$ cat config.mk
export PLATFORM = sky130hd
export DESIGN_NAME = msrv32_wb_stage
export DESIGN_NICKNAME = d
export VERILOG_FILES = /design/src/rtl/msrv32_pkg.sv /design/src/rtl/msrv32_load_align.sv /design/src/rtl/msrv32_wb_stage.sv
export SDC_FILE = /design/constraint.sdc
export NUM_CORES = 1
export LEC_CHECK = 0
export BUFFER_PORTS_ARGS = -buffer_cell sky130_fd_sc_hd__buf_2
export CELL_PAD_IN_SITES_DETAIL_PLACEMENT = 0
export CELL_PAD_IN_SITES_GLOBAL_PLACEMENT = 1
export CORE_ASPECT_RATIO = 1.4
export CORE_MARGIN = 8
export CORE_UTILIZATION = 41
export DETAILED_ROUTE_END_ITERATION = 6
export PLACE_DENSITY_LB_ADDON = 0.1
export RECOVER_POWER = 50
export SLEW_MARGIN = 5
export SYNTH_ARGS = -nofsm -noshare
export SYNTH_HDL_FRONTEND = slang
export SYNTH_SLANG_ARGS = --single-unit
$ cat constraint.sdc
create_clock -name clock -period 4.95 [get_ports clock]
set_input_delay 0.2475 -clock clock [delete_from_list [all_inputs] [get_ports clock]]
set_output_delay 0.2475 -clock clock [all_outputs]
set_load 0.005 [all_outputs]
$ cat src/rtl/msrv32_pkg.sv
// Shared msrv32 definitions: writeback source codes, load sizes, writeback FSM
// states and the stage-3 register layout.
package msrv32_pkg;

  localparam logic [2:0] WB_ALU  = 3'd0;
  localparam logic [2:0] WB_LOAD = 3'd1;
  localparam logic [2:0] WB_IMM  = 3'd2;
  localparam logic [2:0] WB_PC4  = 3'd3;
  localparam logic [2:0] WB_CSR  = 3'd4;

  localparam logic [1:0] LD_B = 2'd0;
  localparam logic [1:0] LD_H = 2'd1;
  localparam logic [1:0] LD_W = 2'd2;

  typedef enum logic {
    ST_IDLE = 1'b0,
    ST_WAIT = 1'b1
  } wb_state_e;

  typedef struct packed {
    logic        valid;
    logic [4:0]  rd;
    logic        wr_en;
    logic [2:0]  wb_sel;
    logic [1:0]  load_size;
    logic        load_unsigned;
    logic [1:0]  addr_lsb;
    logic [31:0] alu;
    logic [31:0] imm;
    logic [31:0] pc4;
    logic [31:0] csr;
  } s3_t;

endpackage

$ cat src/rtl/msrv32_load_align.sv
// Selects the addressed byte/half/word from a data-memory read word and
// sign- or zero-extends it to 32 bits.
module msrv32_load_align
  import msrv32_pkg::*;
(
  input  logic [31:0] i_rdata,
  input  logic [1:0]  i_size,
  input  logic        i_unsigned,
  input  logic [1:0]  i_lsb,
  output logic [31:0] o_data
);

  logic [7:0]  w_byte;
  logic [15:0] w_half;

  assign w_byte = i_rdata[{i_lsb, 3'b000} +: 8];
  // Half loads ignore lsb[0]: misaligned halves never reach this stage.
  assign w_half = i_lsb[1] ? i_rdata[31:16] : i_rdata[15:0];

  always_comb begin
    // NOTE: default assignment first so no path through the case leaves o_data unassigned (no latch).
    o_data = i_rdata;
    case (i_size)
      LD_B:    o_data = {{24{w_byte[7] & ~i_unsigned}}, w_byte};
      LD_H:    o_data = {{16{w_half[15] & ~i_unsigned}}, w_half};
      default: o_data = i_rdata;
    endcase
  end

endmodule

$ cat src/rtl/msrv32_wb_stage.sv
// msrv32 stage-3 writeback: stage register, load-wait FSM with timeout,
// writeback mux and register-file write port.
module msrv32_wb_stage
  import msrv32_pkg::*;
#(
  parameter int LOAD_TIMEOUT = 15
) (
  input  logic        clock,
  input  logic        reset_in,
  input  logic        valid_in,
  input  logic [4:0]  rd_addr_in,
  input  logic        wr_en_in,
  input  logic [2:0]  wb_sel_in,
  input  logic [31:0] alu_result_in,
  input  logic [31:0] imm_in,
  input  logic [31:0] pc_plus4_in,
  input  logic [31:0] csr_data_in,
  input  logic [1:0]  load_size_in,
  input  logic        load_unsigned_in,
  input  logic [1:0]  addr_lsb_in,
  input  logic [31:0] dmem_rdata_in,
  input  logic        dmem_ack_in,
  output logic [4:0]  rd_addr_out,
  output logic        wr_en_out,
  output logic [31:0] rd_out,
  output logic        stall_out,
  output logic        load_fault_out
);

  localparam int CW = $clog2(LOAD_TIMEOUT + 1);
  localparam logic [CW-1:0] TIMEOUT_CNT = CW'(LOAD_TIMEOUT);

  s3_t             r_s3;
  wb_state_e       r_state;
  logic [CW-1:0]   r_wait_cnt;

  logic            w_is_load;
  logic            w_timed_out;
  logic            w_accept;
  logic [31:0]     w_load_data;

  assign w_is_load      = r_s3.valid & (r_s3.wb_sel == WB_LOAD);
  assign w_timed_out    = (r_wait_cnt == TIMEOUT_CNT);
  // Ack has priority over timeout: an ack on the timeout cycle is a normal retire.
  assign stall_out      = w_is_load & ~dmem_ack_in & ~w_timed_out;
  assign load_fault_out = w_is_load & ~dmem_ack_in & w_timed_out;
  assign w_accept       = ~stall_out;

  assign rd_addr_out = r_s3.rd;
  assign wr_en_out   = r_s3.valid & r_s3.wr_en & (r_s3.rd != 5'd0)
                     & (~w_is_load | dmem_ack_in);

  msrv32_load_align u_align (
    .i_rdata    (dmem_rdata_in),
    .i_size     (r_s3.load_size),
    .i_unsigned (r_s3.load_unsigned),
    .i_lsb      (r_s3.addr_lsb),
    .o_data     (w_load_data)
  );

  always_comb begin
    rd_out = r_s3.alu;
    case (r_s3.wb_sel)
      WB_LOAD: rd_out = w_load_data;
      WB_IMM:  rd_out = r_s3.imm;
      WB_PC4:  rd_out = r_s3.pc4;
      WB_CSR:  rd_out = r_s3.csr;
      default: rd_out = r_s3.alu;
    endcase
  end

  always_ff @(posedge clock or posedge reset_in) begin
    if (reset_in) begin
      // NOTE: the data operands are cleared too so rd_out reads 0 straight out of reset.
      r_s3       <= '0;
      r_state    <= ST_IDLE;
      r_wait_cnt <= '0;
    end else if (w_accept) begin
      // NOTE: non-blocking assignments keep every register sampling pre-edge values.
      r_s3.valid         <= valid_in;
      r_s3.rd            <= rd_addr_in;
      r_s3.wr_en         <= wr_en_in;
      r_s3.wb_sel        <= wb_sel_in;
      r_s3.load_size     <= load_size_in;
      r_s3.load_unsigned <= load_unsigned_in;
      r_s3.addr_lsb      <= addr_lsb_in;
      r_s3.alu           <= alu_result_in;
      r_s3.imm           <= imm_in;
      r_s3.pc4           <= pc_plus4_in;
      r_s3.csr           <= csr_data_in;
      r_wait_cnt         <= '0;
      r_state            <= (valid_in && wb_sel_in == WB_LOAD) ? ST_WAIT : ST_IDLE;
    end else if (r_state == ST_WAIT && !w_timed_out) begin
      r_wait_cnt <= r_wait_cnt + CW'(1);
    end
  end

endmodule

Yosys cells after proc, flatten, opt, wreduce, memory -nomap -nowiden
Index checks and enable logic that the tools add are counted.
- register bits: 148
- input bits: 178
- output and inout port bits: 40
- logic and storage cells: 48
- add/sub/neg operators: 1
- equality and inequality tests: 8
- shift-type cells: 1
- muxes and demuxes: 6
- bitwise gates (word level): 14
- reductions and logical operators: 5
- operators with widths (cell ; number):
    case mux 32 bit (4 select lines) ; 1
    case mux 32 bit (2 select lines) ; 1
    indexed part select 32 x 6 -> 8 bit ; 1
    two-way mux 16 bit ; 1
    bitwise AND 1 bit ; 9
    two-way mux 4 bit ; 2
    equality test 3 x 1 -> 1 bit, second input constant ; 2
    equality test 3 x 2 -> 1 bit, second input constant ; 2
    nonzero test 5 bit ; 1
    adder 4 x 1 -> 4 bit, second input constant ; 1
    equality test 4 bit, second input constant ; 1
    inverter 1 bit ; 4
    equality test 3 bit, second input constant ; 1
    equality test 2 x 1 -> 1 bit, second input constant ; 1
    logical AND 1 bit ; 2
    logical NOT 2 bit ; 1
    != test 2 x 1 -> 1 bit, second input constant ; 1
    logical NOT 1 bit ; 1
    two-way mux 1 bit ; 1
    bitwise OR 1 bit ; 1

Logic depth before layout (Yosys ltp)
- word-level depth: 5
- mapped depth: 8
- gate-level depth less buffers: 5

Modules after synthesis
From an unflattened synthesis, not the netlist that was laid out.
- cell total of the unflattened synthesis: 654
- area, all modules: 8021.4 µm²
- by module, submodules not included (module ; instances ; cells each ; area each (µm²) ; sequential area each (µm²)):
    msrv32_wb_stage ; 1 ; 532 ; 7327.0 ; 3703.6
    msrv32_load_align ; 1 ; 122 ; 694.4 ; 0.0

Worst setup path before layout
OpenSTA, ideal clock, no wires.
- kind: reg2reg
- start point: register r_s3[135] (netlist name)
- end point: register r_s3[16] (netlist name)
- library setup time: 127 ps
- data arrival time: 1754 ps
- required time: 4823 ps
- slack: 3069 ps
- cell stages (with the launch flop): 9
- path buffers: 3
- clock period less this slack: 1881 ps
- cell sequence: dfrtp_1 buf_2 or3b_4 nor2_4 nand3_2 inv_2 buf_6 buf_6 mux2_1
- longest elaborated chain between the ends: 4
- ends and longest elaborated chain (item ; line ; RTL):
    start, declared ; msrv32_wb_stage.sv:33 ; s3_t r_s3;
    equality test 3 x 1 -> 1 bit ; msrv32_wb_stage.sv:42 ; assign w_is_load = r_s3.valid & (r_s3.wb_sel == WB_LOAD);
    bitwise AND 1 bit ; msrv32_wb_stage.sv:42 ;
    bitwise AND 1 bit (2 in series) ; msrv32_wb_stage.sv:45 ; assign stall_out = w_is_load & ~dmem_ack_in & ~w_timed_out;
    via stall_out ; msrv32_wb_stage.sv:26 ; output logic stall_out,
The timed path passes the listed nets, and every way through them passes these cells.
A chain may end at the register's enable or synchronous reset.

Worst setup path after layout
- start point: register r_s3[133] (netlist name)
- end point: register r_s3[14] (netlist name)
- longest elaborated chain between the ends: 4
- ends and longest elaborated chain (item ; line):
    equality test 3 x 1 -> 1 bit ; msrv32_wb_stage.sv:42
    bitwise AND 1 bit ; msrv32_wb_stage.sv:42
    bitwise AND 1 bit (2 in series) ; msrv32_wb_stage.sv:45
No other way between the ends.

==> key figures <==
Run status
  • Status: complete, but fails checks
  • Failing checks: max-capacitance violations, max-slew violations

Worst setup path
  • Setup CP Type: flip-flop to flip-flop
  • CP max stage cell: clkbuf_1
  • Worst r2r path cells: 5
  • Crit path capture type: flip-flop
  • Worst path max stage delay: approximately 2.1 ns
  • Critical-path cell list: or3b_1 -> nor2_1 -> nand3_4 -> clkbuf_1 -> mux2_2
  • Critical R2R Launch: r_s3[133]
  • Critical Path AT: around 4.3 ns
  • Critical path required time: 5.24 ns
  • CP delay by family, top: buffers and inverters
  • Internal reg-to-reg setup slack: 0.95 ns
  • Element type at the critical path start: flip-flop
  • Crit path buffers/inverters: 1
  • Reg2reg end: r_s3[14]
  • Crit-path max FO: 48

Power
  • Flop pwr share: 43.0%
  • Clk network pwr share: 42.8%
  • Combinational fraction of design power: roughly 14%
  • Final Power: 0.00311 W
  • Max VDD drop: between 0.0002 and 0.00025 V
  • Internal power: roughly 0.0023 W
  • P_sw: 0.000837 W
  • Pwr Density: 330 mW/mm^2
  • Net Sw Frac: about 27%
  • Static Leak: 4.36 nW

Yosys
  • Cell Area, Synth: 0.00772 sq mm
  • Count of different cell masters after synthesis: 54
  • Syn avg cell area: between 10 and 15 sq um
  • Ys Warns: 0
  • Top-count cell post-synth: dfrtp_1
  • Ys async rst share: 100%
  • Seq cells post-synth: 148
  • Synth Flop Type: dfrtp_1
  • Syn Nets: 822
  • Largest area contributor in the netlist: dfrtp_1
  • Post-synthesis sequential area ratio: 47.9%
  • Top-area cell type share of the netlist area: 47.9%
  • Mapped Cells: 643
  • Post-synth EDFFs: 0
  • Post-synth top cells: dfrtp_1, mux2_4, nand2_1, mux2_1, mux2_2
  • Largest cells by area after synthesis: dfrtp_1, mux2_4, mux2_1

Routing
  • Drt wl/cell: 21.8 um
  • DR vias: 5930
  • Via density: ~5.5
  • Drt pass-1 iters: 5
  • DRT iter0 DRCs: 390
  • Final Routed Wirelength: 23.7 mm
  • Number of routed nets with antenna violations: 0
  • DRC: 0

Floorplan
  • Row count: 59
  • Die Width: about 130 um
  • Initial Utilization: about two fifths
  • DIE AREA: 0.0236 sq mm
  • # IOs: 218
  • Chip height: 178 um
  • CORE AREA: between 0.015 and 0.02 sq mm

Clock network
  • TritonCTS buffer count: 17
  • Clock Pin Slew Worst Setup and Hold Paths: about 0.070 ns
  • CTS H-tree lvls: 4
  • CTS tree: built
  • Root buffer cell: clkbuf_16
  • Sink Count: 148
  • Clock tree buffer depth: 2
  • Worst-Skew Late Latency: ~0.42 ns
  • Number of setup buffers added after CTS: 0
  • CTS resizes: 0
  • CTS Hold Bufs: 0

Timing
  • Setup violators final: 0
  • Clock Skew: 0.00890 ns
  • Fin crit share: approximately 81%
  • Max Freq: 250 MHz
  • RSZ-0062 raised after global routing: no
  • Max-Slew Margin vs Limit: -98.7%
  • Final Slew Violations: 88
  • Least-Margin Pin Slew: 2.98 ns
  • Final Hold Vio Count: 0
  • TNS Setup: 0 ns
  • Min cycle time layout: 4.00 ns

Cells and area
  • Area Growth Syn to Fin: 22.0%
  • Share of cells above drive strength 1: between 40% and 50%
  • # fillers: 1768
  • Final nets: 1009
  • Final non-filler cell total: 1087
  • # diodes: 0

Global route
  • GR Overflow Total: 0
  • Vias in the first global route: 6456
  • Initial antenna violation count: 1
  • First-pass GRT wire length: 36.7 mm
  • Pin count of the biggest net entering global routing: ~100
  • GRT Util Overall: about a fifth

Placed design
  • Input/output buffers: between 200 and 250
  • DP Cell Count: 1055
  • Post-DP HPWL: between 15 and 20 mm
  • Final GP Congestion: around 0.85

Worst hold path
  • Worst min path class: input pin to asynchronous set/reset pin

Flow run
  • Number of max-cap violations: 2
-- placed cells by master (no fill, tap or decap), types with 3 or more instances in the layout --
| cell type | count |
|---|---|
| nor3b_1 | 4 |
| o22ai_1 | 16 |
| nand2_1 | 55 |
| a22o_1 | 4 |
| nand3_1 | 3 |
| a21oi_1 | 11 |
| inv_6 | 6 |
| clkinvlp_4 | 3 |
| o21ai_0 | 6 |
| o211ai_1 | 23 |
| nand2b_1 | 5 |
| nor2_1 | 38 |
| a32oi_1 | 9 |
| buf_4 | 4 |
| nor3_1 | 5 |
| o221ai_1 | 15 |
| a31oi_1 | 16 |
| mux2_2 | 40 |
| inv_1 | 6 |
| a22oi_1 | 3 |
| dfrtp_2 | 3 |
| clkbuf_1 | 8 |
| a2bb2oi_1 | 16 |
| mux2_1 | 46 |
| buf_2 | 211 |
| mux2_4 | 55 |
| clkbuf_16 | 17 |
| or3_1 | 7 |
| nor2b_1 | 13 |
| dfrtp_1 | 145 |
| mux2i_1 | 14 |
-- worst reg2reg max path, stage by stage (launching register included) --
cell and delay (ns):
dfrtp_2 0.72, or3b_1 0.35, nor2_1 0.11, nand3_4 0.09, clkbuf_1 2.09, mux2_2 0.52
-- final cells by class --
class / instances / area [sq um] / area share (%)
tap: 244 / 305 / 3.24
timing repair buffer: 224 / 1140 / 12.1
sequential: 148 / 3710 / 39.3
multi-input combinational: 430 / 3630 / 38.5
clock inverter: 14 / 166 / 1.77
inverter: 9 / 40.0 / 0.425
clock buffer: 18 / 439 / 4.66
-- sequential cells by signal, summed over array words and instances (netlist names) --
signal,cells
r_wait_cnt,4
r_state,1
rd_addr_out,5
r_s3,138
-- metrics by stage --
| step | util [%] | area, sq um | hold WS (ns) | setup slack [ns] |
|---|---|---|---|---|
| final | 50.9 | 9420 | 0.00569 | 0.954 |
| after global placement | 47.8 | 8860 | 0.461 | 1.77 |
| after detailed placement | 47.8 | 8860 | 0.461 | 1.68 |
| after CTS | 51.1 | 9470 | 0.0135 | 1.31 |
| after floorplan | - | 7720 | 0.356 | 0.723 |
| after global routing | 50.9 | 9420 | 0.0138 | 0.744 |
-- per-layer routing --
layer	track usage [%]	vias to the layer above	wire, um
met5	0	-	10
met4	6.91	2	391
met3	5.33	26	1490
met2	31.5	219	11200
met1	26.0	2946	10600
li1	-	2737	-
-- worst max path at each step --
stage | from | endpoint | slack, ns | cells past startpoint
floorplan | reset_in | r_s3[0] | 0.72 | 1
global placement | r_s3[133] | r_s3[60] | 1.77 | 7
detailed placement | r_s3[133] | r_s3[85] | 1.68 | 7
CTS | r_s3[133] | stall_out | 1.31 | 7
global route | r_s3[133] | r_s3[13] | 0.74 | 5
finish | r_s3[133] | r_s3[14] | 0.95 | 5
-- logic make-up after synthesis --
group | count (synthesis) | synth area share (%)
xor+xnor | 4 | 0.454
mux | 156 | 25.6
simple gates | 142 | 8.81
fa+ha+maj | 1 | 0.162
compound gates | 127 | 12.1
flops | 148 | 47.9
buf+inv | 65 | 4.86
-- power groups by stage --
stage          Clock [W]  Combinational, W  Sequential (W)
6_report         0.00133          0.000440         0.00134
2_1_floorplan          0          0.000277         0.00133
3_3_place_gp           0          0.000445         0.00136
3_5_place_dp           0          0.000449         0.00136
5_1_grt          0.00141          0.000483         0.00135
4_1_cts          0.00136          0.000451         0.00134
(Power assumes the default switching activity.)
